`src/rtl/polyvec_reduce_arbiter_pkg.sv`:
```
`default_nettype none
// ============================================================================
// Module   : polyvec_reduce_arbiter_pkg
// Purpose  : Shared Kyber constants and arbiter state encoding.
// Revision : 1.0
// ============================================================================
package polyvec_reduce_arbiter_pkg;

    localparam int KYBER_N       = 256;
    localparam int KYBER_Q       = 3329;
    localparam int KYBER_K       = 2;
    localparam int KYBER_COEFF_W = 16;

    typedef enum logic [0:0] {
        IDLE = 1'b0,
        WAIT = 1'b1
    } arb_state_t;

endpackage
`default_nettype wire

```
`src/rtl/polyvec_reduce_arbiter_pick.sv`:
```
`default_nettype none
// ============================================================================
// Module   : polyvec_reduce_arbiter_pick
// Purpose  : Combinational winner select. POLYVEC_REDUCE_ARB_RR_EN selects
//            round-robin from i_ptr+1, otherwise lowest index wins.
// Revision : 1.0
// ============================================================================
module polyvec_reduce_arbiter_pick
    import polyvec_reduce_arbiter_pkg::*;
#(
    parameter int NUM_REQ = 2,
    parameter int ID_W    = $clog2(NUM_REQ)
) (
    input  logic [NUM_REQ-1:0] i_req_valid,
`ifdef POLYVEC_REDUCE_ARB_RR_EN
    input  logic [ID_W-1:0]    i_ptr,
`endif
    output logic [NUM_REQ-1:0] o_grant_onehot,
    output logic [ID_W-1:0]    o_grant_id
);

`ifdef POLYVEC_REDUCE_ARB_RR_EN
    int   w_idx;
    logic w_found;

    // Walk the ring starting one past the last winner; first valid wins.
    always_comb begin
        o_grant_onehot = '0;
        o_grant_id     = '0;
        w_found        = 1'b0;
        w_idx          = 0;
        for (int k = 1; k <= NUM_REQ; k++) begin
            w_idx = (int'(i_ptr) + k) % NUM_REQ;
            if (!w_found && i_req_valid[w_idx]) begin
                w_found               = 1'b1;
                o_grant_id            = ID_W'(w_idx);
                o_grant_onehot[w_idx] = 1'b1;
            end
        end
    end
`else
    // Descending scan so the lowest valid index is the last one written.
    always_comb begin
        o_grant_onehot = '0;
        o_grant_id     = '0;
        for (int i = NUM_REQ - 1; i >= 0; i--) begin
            if (i_req_valid[i]) begin
                o_grant_onehot    = '0;
                o_grant_onehot[i] = 1'b1;
                o_grant_id        = ID_W'(i);
            end
        end
    end
`endif

endmodule
`default_nettype wire

```
`src/rtl/polyvec_reduce_arbiter.sv`:
```
`default_nettype none
// ============================================================================
// Module   : polyvec_reduce_arbiter
// Purpose  : Shares one multi-cycle coefficient reducer among NUM_REQ
//            requesters. POLYVEC_REDUCE_ARB_RR_EN enables round-robin.
// Revision : 1.0
// ============================================================================
module polyvec_reduce_arbiter
    import polyvec_reduce_arbiter_pkg::*;
#(
    parameter int NUM_REQ = KYBER_K,
    parameter int COEFF_W = KYBER_COEFF_W,
    parameter int ID_W    = $clog2(NUM_REQ)
) (
    input  logic                       clk,
    input  logic                       reset,
    input  logic [NUM_REQ-1:0]         req_valid,
    input  logic [NUM_REQ*COEFF_W-1:0] req_coeff,
    output logic [NUM_REQ-1:0]         req_ready,
    output logic [NUM_REQ-1:0]         rsp_valid,
    output logic [COEFF_W-1:0]         rsp_coeff,
    output logic                       red_enable,
    output logic [COEFF_W-1:0]         red_coeff,
    input  logic                       red_done,
    input  logic [COEFF_W-1:0]         red_result,
    output logic                       busy
);

    localparam logic [NUM_REQ-1:0] c_ONEHOT_LSB = NUM_REQ'(1);

    arb_state_t         r_state;
    arb_state_t         w_state_nxt;
    logic [ID_W-1:0]    r_id;
    logic [ID_W-1:0]    w_id_nxt;
    logic [NUM_REQ-1:0] r_req_ready;
    logic [NUM_REQ-1:0] w_req_ready_nxt;
    logic [NUM_REQ-1:0] r_rsp_valid;
    logic [NUM_REQ-1:0] w_rsp_valid_nxt;
    logic [COEFF_W-1:0] r_red_coeff;
    logic [COEFF_W-1:0] w_red_coeff_nxt;
    logic [COEFF_W-1:0] r_rsp_coeff;
    logic [COEFF_W-1:0] w_rsp_coeff_nxt;
    logic               r_red_enable;
    logic               w_red_enable_nxt;
    logic               w_grant;
    logic [NUM_REQ-1:0] w_pick_onehot;
    logic [ID_W-1:0]    w_pick_id;

`ifdef POLYVEC_REDUCE_ARB_RR_EN
    logic [ID_W-1:0]    r_ptr;
`endif

    polyvec_reduce_arbiter_pick #(
        .NUM_REQ (NUM_REQ),
        .ID_W    (ID_W)
    ) u_pick (
        .i_req_valid    (req_valid),
`ifdef POLYVEC_REDUCE_ARB_RR_EN
        .i_ptr          (r_ptr),
`endif
        .o_grant_onehot (w_pick_onehot),
        .o_grant_id     (w_pick_id)
    );

    always_ff @(posedge clk or posedge reset) begin
        if (reset) begin
            r_state <= IDLE;
        end else begin
            r_state <= w_state_nxt;
        end
    end

    // Next-state and next-output decode; pulses default low, operands hold.
    always_comb begin
        w_state_nxt      = r_state;
        w_id_nxt         = r_id;
        w_req_ready_nxt  = '0;
        w_rsp_valid_nxt  = '0;
        w_red_enable_nxt = 1'b0;
        w_red_coeff_nxt  = r_red_coeff;
        w_rsp_coeff_nxt  = r_rsp_coeff;
        w_grant          = 1'b0;
        case (r_state)
            IDLE: begin
                if (|req_valid) begin
                    w_grant          = 1'b1;
                    w_state_nxt      = WAIT;
                    w_id_nxt         = w_pick_id;
                    w_req_ready_nxt  = w_pick_onehot;
                    w_red_enable_nxt = 1'b1;
                    w_red_coeff_nxt  = req_coeff[int'(w_pick_id)*COEFF_W +: COEFF_W];
                end
            end
            WAIT: begin
                if (red_done) begin
                    w_state_nxt     = IDLE;
                    w_rsp_valid_nxt = c_ONEHOT_LSB << r_id;
                    w_rsp_coeff_nxt = red_result;
                end
            end
            default: w_state_nxt = IDLE;
        endcase
    end

    always_ff @(posedge clk or posedge reset) begin
        if (reset) begin
            r_id         <= '0;
            r_req_ready  <= '0;
            r_rsp_valid  <= '0;
            r_red_enable <= 1'b0;
            r_red_coeff  <= '0;
            r_rsp_coeff  <= '0;
        end else begin
            r_id         <= w_id_nxt;
            r_req_ready  <= w_req_ready_nxt;
            r_rsp_valid  <= w_rsp_valid_nxt;
            r_red_enable <= w_red_enable_nxt;
            r_red_coeff  <= w_red_coeff_nxt;
            r_rsp_coeff  <= w_rsp_coeff_nxt;
        end
    end

`ifdef POLYVEC_REDUCE_ARB_RR_EN
    // Reset to the last index so the first search begins at requester 0.
    always_ff @(posedge clk or posedge reset) begin
        if (reset) begin
            r_ptr <= ID_W'(NUM_REQ - 1);
        end else if (w_grant) begin
            r_ptr <= w_pick_id;
        end
    end
`endif

    assign req_ready  = r_req_ready;
    assign rsp_valid  = r_rsp_valid;
    assign rsp_coeff  = r_rsp_coeff;
    assign red_enable = r_red_enable;
    assign red_coeff  = r_red_coeff;
    assign busy       = (r_state != IDLE);

endmodule
`default_nettype wire

```
`config.mk`:
```
export PLATFORM = sky130hd
export DESIGN_NAME = polyvec_reduce_arbiter
export DESIGN_NICKNAME = d
export VERILOG_FILES = /design/src/rtl/polyvec_reduce_arbiter_pkg.sv /design/src/rtl/polyvec_reduce_arbiter_pick.sv /design/src/rtl/polyvec_reduce_arbiter.sv
export SDC_FILE = /design/constraint.sdc
export NUM_CORES = 1
export LEC_CHECK = 0
export ABC_AREA = 0
export BUFFER_PORTS_ARGS = -buffer_cell sky130_fd_sc_hd__buf_2
export CAP_MARGIN = 0
export CORE_ASPECT_RATIO = 1.4
export CORE_MARGIN = 4
export CORE_UTILIZATION = 30
export DETAILED_ROUTE_END_ITERATION = 8
export HOLD_SLACK_MARGIN = 0.1
export SLEW_MARGIN = 20
export SYNTH_ARGS = -nofsm -noshare
export SYNTH_HDL_FRONTEND = slang
export SYNTH_SLANG_ARGS = --single-unit
```
`constraint.sdc`:
```
create_clock -name clk -period 1.34 [get_ports clk]
set_clock_uncertainty 0.15 [all_clocks]
set_input_delay 0.268 -clock clk [delete_from_list [all_inputs] [get_ports clk]]
set_output_delay 0.268 -clock clk [all_outputs]
set_load 0.02 [all_outputs]
```
# After elaboration in Yosys (flattened, before gate mapping)

Index checks and enable logic that the tools add are counted.
W data, S select, Z words.

Bits in registers: 39
Bits in latches: 0
RAM bits: 0
Bits in read-only memories: 0
Input bits: 53
Output and inout port bits: 38
Word-level logic and storage cells: 25
Memories: 0

$add $sub $neg: 0
Multiply operators: 0
Divide/modulo/power cells: 0
$lt $le $gt $ge: 0
Equality and inequality tests: 0
Shift operators: 2
Muxes and demuxes: 12
Bitwise logic cells: 1
Reductions and logical operators: 3

Operators with widths:

| operator              | count |
|---|---|
| $shiftx A32 B6 Y16    | 1 |
| $mux W2               | 6 |
| $mux W1               | 5 |
| $reduce_and A2 Y1     | 2 |
| $pmux W1 S2           | 1 |
| $reduce_or A2 Y1      | 1 |
| $shl A1 B1 Y2 const A | 1 |
| $not A1 Y1            | 1 |

# Longest topological paths before layout

Gate-level depths: netlist of the first run.

Depth after elaboration: 4
Depth in mapped cells: 5

# Hierarchy

From an unflattened synthesis of the first run, not the netlist that was laid out.

Cell total of the unflattened synthesis: 104
Area, all modules: 1726.7 sq um

Modules (own cells, without submodules):

| module                      | instances | cells an instance | area an instance (sq um) |
|---|---|---|---|
| polyvec_reduce_arbiter      | 1         | 101               | 1697.9 |
| polyvec_reduce_arbiter_pick | 1         | 3                 | 28.8 |

# Worst setup path before layout of the first run

OpenSTA, ideal clock, no wires.

Kind: reg-to-reg
From: reg r_state (netlist: busy)
To: reg r_rsp_coeff[0] (netlist: rsp_coeff[0])
Arrival: 1.264 ns
Data required time: 1.062 ns
Setup slack: -0.201 ns
Stages on the path, launching flop included: 5
Clock period less this slack: 1.541 ns
Cell sequence: dfrtp_1 -> buf_4 -> nand2_2 -> buf_4 -> mux2_1

Longest elaborated chain between the ends: 1

Ends and longest elaborated chain:

| element                     | line                          | text |
|---|---|---|
| start, declared             | polyvec_reduce_arbiter.sv:31  | `arb_state_t r_state;` |
| start signal, assigned      | polyvec_reduce_arbiter.sv:69  | `r_state <= w_state_nxt;` |
| $reduce_and A2 Y1 (no line) | n/a                           |  |
| end signal, assigned        | polyvec_reduce_arbiter.sv:119 | `r_rsp_coeff <= w_rsp_coeff_nxt;` |
| end, declared               | polyvec_reduce_arbiter.sv:41  | `logic [COEFF_W-1:0] r_rsp_coeff;` |

Every way passes these cells.
A chain may end at the register's enable or synchronous reset.

# Worst setup path after layout of the first run

From: reg r_state (netlist: busy)
To: reg r_red_coeff[10] (netlist: red_coeff[10])

Longest elaborated chain between the ends: 2

Ends and longest elaborated chain:

| element                     | line                          | text |
|---|---|---|
| $not A1 Y1                  | n/a                           |  |
| $reduce_and A2 Y1 (no line) | n/a                           |  |
| end signal, assigned        | polyvec_reduce_arbiter.sv:118 | `r_red_coeff <= w_red_coeff_nxt;` |
| end, declared               | polyvec_reduce_arbiter.sv:39  | `logic [COEFF_W-1:0] r_red_coeff;` |

Every way passes these cells.

==> results.sh, run 1 <==
export IMPL_outcome="finished with violations"
export IMPL_violations="setup timing"
export IMPL_yosys_warnings=0
export IMPL_hold_path_class="input pin to flop"
export IMPL_total_power_mw=3.72
export IMPL_cp_arrival_ns=1.46
export IMPL_dr_total_vias=1558
export IMPL_slew_limit_headroom_pct=78.2
export IMPL_crit_path_start_kind="flop"
export IMPL_wirelength_um=4860
export IMPL_crit_path_end_kind="flop"
export IMPL_fmax_mhz=692
export IMPL_dr_pass1_iters=4
export IMPL_r2r_slack_ns=-0.10
export IMPL_startpoint="busy"
export IMPL_netlist_instances=134
export IMPL_powerDensity_nw_per_um2=1260
export IMPL_whs_path_depth=2
export IMPL_max_cap_viol_count=0
export IMPL_rr_startpoint="busy"
export IMPL_switchingPower_mw=1.17
export IMPL_clock_latency_ns=0.29
export IMPL_placed_cell_area_um2=2440
export IMPL_synth_seq_area_share_pct=55.4
export IMPL_setup_slack_ns=-0.104
export IMPL_synth_area_um2=1760
export IMPL_fill_cells=499
export IMPL_syn_avg_cell_area_um2=13.2
export IMPL_cts_buffers=5
export IMPL_ys_seq_elements=39
export IMPL_syn_nets=187
export IMPL_io_pins=91
export IMPL_period_minus_slack_ns=1.44
export IMPL_swShare_pct=31.5
export IMPL_io_buffers=90
export IMPL_tritoncts="yes"
export IMPL_cp_required_ns=1.36
export IMPL_synth_top_area_share_pct=55.4
export IMPL_pwr_share_comb_pct=32.7
export IMPL_r2r_end="red_coeff[10]"
export IMPL_synthDistinctLibCells=23
export IMPL_clkTransAtPathRegs_ns=0.08
export IMPL_rsz0062_at_grt="true"
export IMPL_antennaDiodeCount=0
export IMPL_vdd_drop_max_mv=0.551
export IMPL_crit_fanout=8
export IMPL_dieArea_um2=7180
export IMPL_synth_area_top_cells="dfrtp_1 (55%), a211oi_2 (6.4%), nor4b_1 (6.0%), nor3b_1 (5.5%), mux2_1 (5.1%)"
export IMPL_utilization_pct=52.9
export IMPL_ff2ff_path_depth=4
export IMPL_cts_root_buf="clkbuf_8"
export IMPL_coreArea_um2=5610
export IMPL_start_util_pct=31.5
export IMPL_crit_end="red_coeff[10]"
export IMPL_grt_ovfl_total=0
export IMPL_place_ws_ns=-0.0629
export IMPL_first_global_vias=1623
export IMPL_gp_congestion=0.834
export IMPL_yosysMostFrequentCell="dfrtp_1"
export IMPL_antenna_left=0
export IMPL_async_flop_share_pct=100
export IMPL_synth_edf_count=0
export IMPL_grt_usage_pct=13.4
export IMPL_cts_buffer_depth=2
export IMPL_h_tree_depth=2
export IMPL_internal_power_mw=2.55
export IMPL_power_frac_seq_pct=40.1
export IMPL_grt_max_degree=26
export IMPL_synth_common_cells="dfrtp_1 (39), inv_1 (14), nor3b_1 (13), nor4b_1 (12), a211oi_2 (9)"
export IMPL_die_w_um=72.8
export IMPL_p_leak_nw=1.40
export IMPL_finalSetupViolCount=9
export IMPL_post_drt_wl_per_cell_um=14.6
export IMPL_hpwl_um=3370
export IMPL_vias_per_cell=4.68
export IMPL_fin_nets=317
export IMPL_tightest_slew_ns=0.326
export IMPL_die_height_um=98.7
export IMPL_ys_flop_type="dfrtp_1"
export IMPL_rows=32
export IMPL_clock_sinks=39
export IMPL_drtIter0Drc=50
export IMPL_grt_pass1_wl_um=7430
export IMPL_min_period_over_period_pct=108
export IMPL_report_final_slew_viol_count=0
export IMPL_whs_ns=0.115
export IMPL_drc_errors=0
export IMPL_clkPwrFrac_pct=27.1
export IMPL_critical_path_class="flop to flop"
export IMPL_design_area_um2=2970
export IMPL_final_hold_viol_count=0
export IMPL_yosys_area_top_type="dfrtp_1"
export IMPL_antenna_found_initial=0
export IMPL_drive_above_1_share_pct=64.5
export IMPL_area_growth_pct=68.3
cell type report:
cell class | instances | area (um2) | share of cell area (%)
well taps | 68 | 85.1 | 2.87
multi-input cells | 70 | 882 | 29.7
clock buffers | 6 | 82.6 | 2.78
repair buffers | 133 | 848 | 28.6
flip-flops and latches | 39 | 977 | 32.9
inverters | 15 | 56.3 | 1.90
clock inverters | 2 | 35.0 | 1.18
stage by stage:
| stage | std cells | setup TNS [ns] |
|---|---|---|
| floorplan | 134 | -1.63 |
| detailed placement | 299 | -1.02 |
| global route | 333 | -1.49 |
| global placement | 299 | -0.751 |
| finish | 333 | -0.628 |
| CTS | 329 | -1.29 |
sequential cells by signal (all words and copies together), names as in the netlist:
register and count:
red_coeff 16, busy 1, rsp_coeff 16, rsp_valid 2
r_id 1, red_enable 1, req_ready 2
placed cells by master (no fill, tap or decap), types with 5 or more instances in the layout:
cell type / n
nor3b_1: 5
mux2_2: 8
nor3b_2: 8
inv_1: 13
nor4b_2: 7
nor4b_4: 5
a211oi_2: 12
buf_2: 89
dlygate4sd3_1: 20
mux2_1: 8
buf_6: 6
clkbuf_8: 6
buf_4: 18
dfrtp_1: 38
kinds of logic (layout without fill, tap and decap cells):
logic type / count (synthesis) / after routing / synth area share [%]
AO/OA/AOI/OAI: 19 / 19 / 11.6
buffers and inverters: 26 / 156 / 7.45
flip-flops: 39 / 39 / 55.4
multiplexers: 16 / 16 / 10.2
AND/OR/NAND/NOR: 34 / 35 / 15.4
worst min-delay path by stage:
stage | slack [ns] | to | from
2_1_floorplan | 0.25 | rsp_coeff[0] | red_result[0]
3_3_place_gp | 0.14 | rsp_coeff[5] | reset
3_5_place_dp | 0.14 | rsp_coeff[5] | reset
4_1_cts | 0.10 | red_coeff[12] | req_coeff[12]
5_1_grt | 0.10 | red_coeff[11] | req_coeff[11]
6_report | 0.11 | red_coeff[11] | req_coeff[11]
power groups by stage:
stage	Clock [mW]	Sequential (mW)	Combinational [mW]
floorplan	0	1.78	0.406
global placement	0	1.52	1.06
detailed placement	0	1.52	1.07
CTS	1.04	1.49	1.17
global route	1.10	1.52	1.31
finish	1.01	1.49	1.22
worst max-delay path, cell delays in order, from the launching register on:
cell and delay, ns:
dfrtp_2 0.44, buf_6 0.14, buf_4 0.17, nor4b_2 0.35
a211oi_2 0.08
layer usage:
| metal | track usage [%] | share of wire, % |
|---|---|---|
| met1 | 14.1 | 36 |
| met2 | 23.7 | 55 |
| met3 | 3.78 | 6.5 |
| met4 | 6.96 | 3.1 |
| met5 | 0 | 0 |
what timing repair did:
item,in CTS,in global routing
hold buffers,18,2
setup buffers,3,2
gates cloned,1,0
hold endpoints to repair,56,2
pin swaps,1,9
endpoints found under the setup margin,33,31
resized for setup,11,15
Power figures use the tool's default switching activity.
==> inputs of run 2 (changes only) <==
--- a/config.mk
+++ b/config.mk
@@ -8,11 +8,14 @@
 export ABC_AREA = 0
 export BUFFER_PORTS_ARGS = -buffer_cell sky130_fd_sc_hd__buf_2
 export CAP_MARGIN = 0
+export CELL_PAD_IN_SITES_DETAIL_PLACEMENT = 0
+export CELL_PAD_IN_SITES_GLOBAL_PLACEMENT = 1
 export CORE_ASPECT_RATIO = 1.4
 export CORE_MARGIN = 4
 export CORE_UTILIZATION = 30
 export DETAILED_ROUTE_END_ITERATION = 8
 export HOLD_SLACK_MARGIN = 0.1
+export PLACE_DENSITY_LB_ADDON = 0.1
 export SLEW_MARGIN = 20
 export SYNTH_ARGS = -nofsm -noshare
 export SYNTH_HDL_FRONTEND = slang
==> run 2 against run 1 <==
Compared with the run above: the flow still finishes with violations (setup timing); register-to-register slack lost 0.02 ns; count of clock-buffer cells in the layout is the same; worst hold slack is essentially flat; maximum frequency shrank 1.1%; setup slack lost 0.016 ns; wire length grew 0.35%; via count shrank 1.5%; largest power group unchanged.
==> results.sh, run 2 (synthesized netlist as in run 1, its figures left out) <==
export IMPL_cp_required_ns=1.36
export IMPL_post_drt_wl_per_cell_um=15.0
export IMPL_seq_area_um2=977
export IMPL_grt_ovfl_total=0
export IMPL_io_buffers=90
export IMPL_power_frac_seq_pct=38.6
export IMPL_first_global_vias=1714
export IMPL_hpwl_um=3560
export IMPL_setup_slack_ns=-0.120
export IMPL_outcome="finished with violations"
export IMPL_fill_cells=530
export IMPL_p_leak_nw=1.42
export IMPL_clock_latency_ns=0.29
export IMPL_max_cap_viol_count=0
export IMPL_tightest_slew_ns=0.283
export IMPL_cts_root_buf="clkbuf_8"
export IMPL_clkPwrFrac_pct=29.5
export IMPL_hold_path_class="input pin to flop"
export IMPL_dr_total_vias=1534
export IMPL_fin_nets=308
export IMPL_powerDensity_nw_per_um2=1290
export IMPL_crit_path_end_kind="flop"
export IMPL_max_stage_delay_ns=0.47
export IMPL_grt_pass1_wl_um=7660
export IMPL_grt_usage_pct=13.5
export IMPL_cts_buffers=5
export IMPL_rsz0062_at_grt="true"
export IMPL_internal_power_mw=2.70
export IMPL_report_final_slew_viol_count=0
export IMPL_slew_limit_headroom_pct=81.1
export IMPL_antenna_left=0
export IMPL_finalSetupViolCount=22
export IMPL_wirelength_um=4870
export IMPL_final_hold_viol_count=0
export IMPL_drtIter0Drc=27
export IMPL_tritoncts="yes"
export IMPL_period_minus_slack_ns=1.46
export IMPL_swShare_pct=30.5
export IMPL_fmax_mhz=685
export IMPL_switchingPower_mw=1.19
export IMPL_antennaDiodeCount=0
export IMPL_vias_per_cell=4.73
export IMPL_coreArea_um2=5610
export IMPL_min_period_over_period_pct=109
export IMPL_violations="setup timing"
export IMPL_multiInputGateArea_um2=921
export IMPL_cts_buffer_depth=2
export IMPL_final_common_cell="buf_2"
export IMPL_clkTransAtPathRegs_ns=0.08
export IMPL_io_pins=91
export IMPL_vdd_drop_max_mv=0.594
export IMPL_place_ws_ns=-0.121
export IMPL_critical_path_class="flop to flop"
export IMPL_crit_chain="buf_6 > or4b_1 > o221a_2"
export IMPL_mostFrequentLayoutCells="buf_2 (89), dfrtp_1 (38), dlygate4sd3_1 (19)"
export IMPL_dr_pass1_iters=4
export IMPL_clock_sinks=39
export IMPL_grt_max_degree=26
export IMPL_crit_path_start_kind="flop"
export IMPL_drive_above_1_share_pct=62.1
export IMPL_whs_ns=0.115
export IMPL_crit_slowest_cell="or4b_1"
export IMPL_cp_arrival_ns=1.48
export IMPL_antenna_found_initial=0
export IMPL_start_util_pct=31.5
export IMPL_rows=32
export IMPL_h_tree_depth=2
export IMPL_die_height_um=98.7
export IMPL_crit_fanout=6
export IMPL_dieArea_um2=7180
export IMPL_die_w_um=72.8
export IMPL_gp_congestion=0.681
export IMPL_pwr_share_comb_pct=31.8
export IMPL_drc_errors=0
export IMPL_area_growth_pct=71.0
run 2: timing repair:
item                                    in CTS  in global routing
cloned                                       1                  1
gates resized for setup                     17                 11
setup buffers                                3                  1
hold buffers                                19                  0
pin swaps                                    2                  2
endpoints found under the setup margin      33                 33
hold endpoints to repair                    57                  0
run 2: critical path: cells and delay by family, from the launching register on:
family                 cells  cell delay, ns
AOI/OAI and AO/OA          1            0.13
DFF                        1            0.45
buffers and inverters      1            0.14
and+or+nand+nor            1            0.47
run 2: power groups by stage:
stage / sequential, mW / clock, mW / combinational [mW]
5_1_grt: 1.53 / 1.22 / 1.32
2_1_floorplan: 1.78 / 0 / 0.406
4_1_cts: 1.50 / 1.18 / 1.19
6_report: 1.50 / 1.15 / 1.24
3_3_place_gp: 1.52 / 0 / 1.06
3_5_place_dp: 1.54 / 0 / 1.08
run 2: stage by stage:
step	cells	area (um2)	util [%]	setup TNS, ns	total power [mW]
2_1_floorplan	134	1860	-	-1.63	2.19
3_3_place_gp	292	2450	43.8	-0.799	2.58
3_5_place_dp	292	2450	43.8	-1.84	2.62
4_1_cts	322	2900	51.7	-0.671	3.88
5_1_grt	324	3020	53.8	-1.88	4.07
6_report	324	3020	53.8	-0.904	3.89
run 2: routing by layer:
layer,track usage [%],share of wire (%)
met1,13.8,37
met2,26.1,56
met3,3.27,6.2
met4,4.26,1.3
met5,0,0
run 2: layout make-up:
| cell class | instances | share of cell area [%] |
|---|---|---|
| Clock buffer | 6 | 2.41 |
| Clock inverter | 2 | 1.99 |
| Inverter | 15 | 1.87 |
| Multi-Input combinational cell | 70 | 30.5 |
| Sequential cell | 39 | 32.4 |
| Tap cell | 68 | 2.82 |
| Timing Repair Buffer | 124 | 28.0 |
run 2: path summary, 6_finish.rpt:
| kind | startpoint | end | slack (ns) | cells after the start |
|---|---|---|---|---|
| hold / removal | req_coeff[9] | red_coeff[9] | 0.11 | 3 |
| setup / recovery | busy | red_coeff[13] | -0.12 | 3 |
| setup reg to reg | busy | red_coeff[13] | -0.12 | 3 |
| max in group asynchronous | reset | busy | 0.39 | 4 |
| min in group asynchronous | reset | red_coeff[7] | 0.39 | 4 |
| hold reg to reg | r_id | rsp_valid[0] | 0.32 | 1 |
==> inputs of run 3 (changes only) <==
--- a/config.mk
+++ b/config.mk
@@ -11,7 +11,6 @@
 export CELL_PAD_IN_SITES_DETAIL_PLACEMENT = 0
 export CELL_PAD_IN_SITES_GLOBAL_PLACEMENT = 1
 export CORE_ASPECT_RATIO = 1.4
-export CORE_MARGIN = 4
 export CORE_UTILIZATION = 30
 export DETAILED_ROUTE_END_ITERATION = 8
 export HOLD_SLACK_MARGIN = 0.1
==> run 3 against run 2 <==
Compared with the run above: the flow still finishes with violations (setup timing); sequential power hardly changed; final cell count grew 0.62%; sequential share of layout area is 0.15 points lower; first-iteration DRC count increased by 74%; power is 3.6% lower; largest power group unchanged; critical endpoint is now red_coeff[14].
==> results.sh, run 3 (synthesized netlist as in run 1, its figures left out) <==
export IMPL_max_cap_viol_count=0
export IMPL_start_util_pct=31.5
export IMPL_dr_pass1_iters=4
export IMPL_antenna_left=0
export IMPL_cts_root_buf="clkbuf_8"
export IMPL_grt_pass1_wl_um=6890
export IMPL_die_height_um=92.7
export IMPL_cts_buffer_depth=2
export IMPL_mostFrequentLayoutCells="buf_2 (89), dfrtp_1 (38), dlygate4sd3_1 (20)"
export IMPL_h_tree_depth=2
export IMPL_period_minus_slack_ns=1.46
export IMPL_rr_startpoint="busy"
export IMPL_rsz0062_at_grt="true"
export IMPL_io_pins=91
export IMPL_powerDensity_nw_per_um2=1240
export IMPL_slew_limit_headroom_pct=81.3
export IMPL_finalSetupViolCount=34
export IMPL_clkTransAtPathRegs_ns=0.08
export IMPL_grt_usage_pct=14.8
export IMPL_grt_ovfl_total=0
export IMPL_whs_path_depth=2
export IMPL_antennaDiodeCount=0
export IMPL_tightest_slew_ns=0.280
export IMPL_vias_per_cell=4.58
export IMPL_die_w_um=66.8
export IMPL_final_common_cell="buf_2"
export IMPL_tritoncts="yes"
export IMPL_fmax_mhz=685
export IMPL_outcome="finished with violations"
export IMPL_wl_met3_um=232
export IMPL_design_area_um2=3030
export IMPL_antenna_found_initial=0
export IMPL_hold_path_class="input pin to flop"
export IMPL_crit_path_end_kind="flop"
export IMPL_hold_start="req_coeff[13]"
export IMPL_dr_total_vias=1493
export IMPL_grt_max_degree=26
export IMPL_io_buffers=90
export IMPL_final_hold_viol_count=0
export IMPL_hold_end="red_coeff[13]"
export IMPL_min_period_over_period_pct=109
export IMPL_r2r_slack_ns=-0.12
export IMPL_first_global_vias=1524
export IMPL_dr_max_layer_used="met4"
export IMPL_rows=32
export IMPL_setup_slack_ns=-0.119
export IMPL_startpoint="busy"
export IMPL_drc_errors=0
export IMPL_placed_cell_area_um2=2440
export IMPL_ff2ff_path_depth=3
export IMPL_dp_cells=292
export IMPL_area_growth_pct=71.8
export IMPL_cp_arrival_ns=1.48
export IMPL_vdd_drop_max_mv=0.481
export IMPL_critical_path_class="flop to flop"
export IMPL_drtIter0Drc=47
export IMPL_drive_above_1_share_pct=64.7
export IMPL_r2r_end="red_coeff[14]"
export IMPL_crit_fanout=6
export IMPL_gp_congestion=0.723
export IMPL_fin_nets=310
export IMPL_hpwl_um=3080
export IMPL_met1_length_um=1760
export IMPL_cts_buffers=5
export IMPL_dieArea_um2=6190
export IMPL_whs_ns=0.101
export IMPL_post_drt_wl_per_cell_um=13.6
export IMPL_total_power_mw=3.75
export IMPL_crit_path_start_kind="flop"
export IMPL_clock_sinks=39
export IMPL_met2_length_um=2390
export IMPL_wirelength_um=4450
export IMPL_clock_latency_ns=0.28
export IMPL_violations="setup timing"
export IMPL_layoutNonFillerInstCount=326
export IMPL_report_final_slew_viol_count=0
export IMPL_cp_required_ns=1.36
export IMPL_p_leak_nw=1.44
export IMPL_coreArea_um2=5610
==> run 3: final cells by class <==
cell class,count,area [um2]
Inverter,15,56.3
Multi-Input combinational cell,69,926
Timing Repair Buffer,127,867
Clock inverter,2,35.0
Sequential cell,39,977
Fill cell,526,2580
Tap cell,68,85.1
Clock buffer,6,82.6
==> run 3: critical path, cell delays in order (launching register included) <==
cell and delay [ns]:
dfrtp_2 0.46, buf_6 0.15, or4b_1 0.46, o221a_2 0.13
==> run 3: per-layer routing <==
metal | vias to the layer above | global-route usage (%)
li1 | 730 | -
met1 | 702 | 16.5
met2 | 54 | 26.3
met3 | 7 | 3.82
met4 | 0 | 5.32
met5 | - | 0
==> run 3: worst max-delay path by stage <==
stage	end	slack [ns]	cells after the start
finish	red_coeff[14]	-0.12	3
global route	rsp_coeff[10]	-0.15	3
CTS	red_coeff[14]	-0.13	3
detailed placement	red_coeff[9]	-0.12	3
global placement	red_coeff[8]	-0.02	3
floorplan	red_coeff[14]	-0.09	3
==> run 3: timing repair <==
item / CTS / global route
hold buffers: 18 / 2
endpoints found under the hold margin: 56 / 2
buffers inserted: 4 / 2
resized for setup: 14 / 20
setup endpoints to repair: 33 / 35
pin swaps: 1 / 3
gates cloned: 0 / 1
==> run 3: power by group <==
part / leakage [nW] / internal (mW) / switching (mW)
combinational: 0.926 / 0.581 / 0.665
sequential: 0.450 / 1.39 / 0.109
clock: 0.0612 / 0.602 / 0.400
total: 1.44 / 2.57 / 1.17
==> run 3: per-stage QoR <==
stage,setup TNS [ns],setup slack (ns),util (%)
final,-2.36,-0.119,54.0
after global placement,-0.0969,-0.0221,43.5
after global routing,-3.98,-0.152,54.0
after detailed placement,-0.919,-0.120,43.5
after CTS,-2.48,-0.130,50.4
after floorplan,-1.63,-0.0865,-
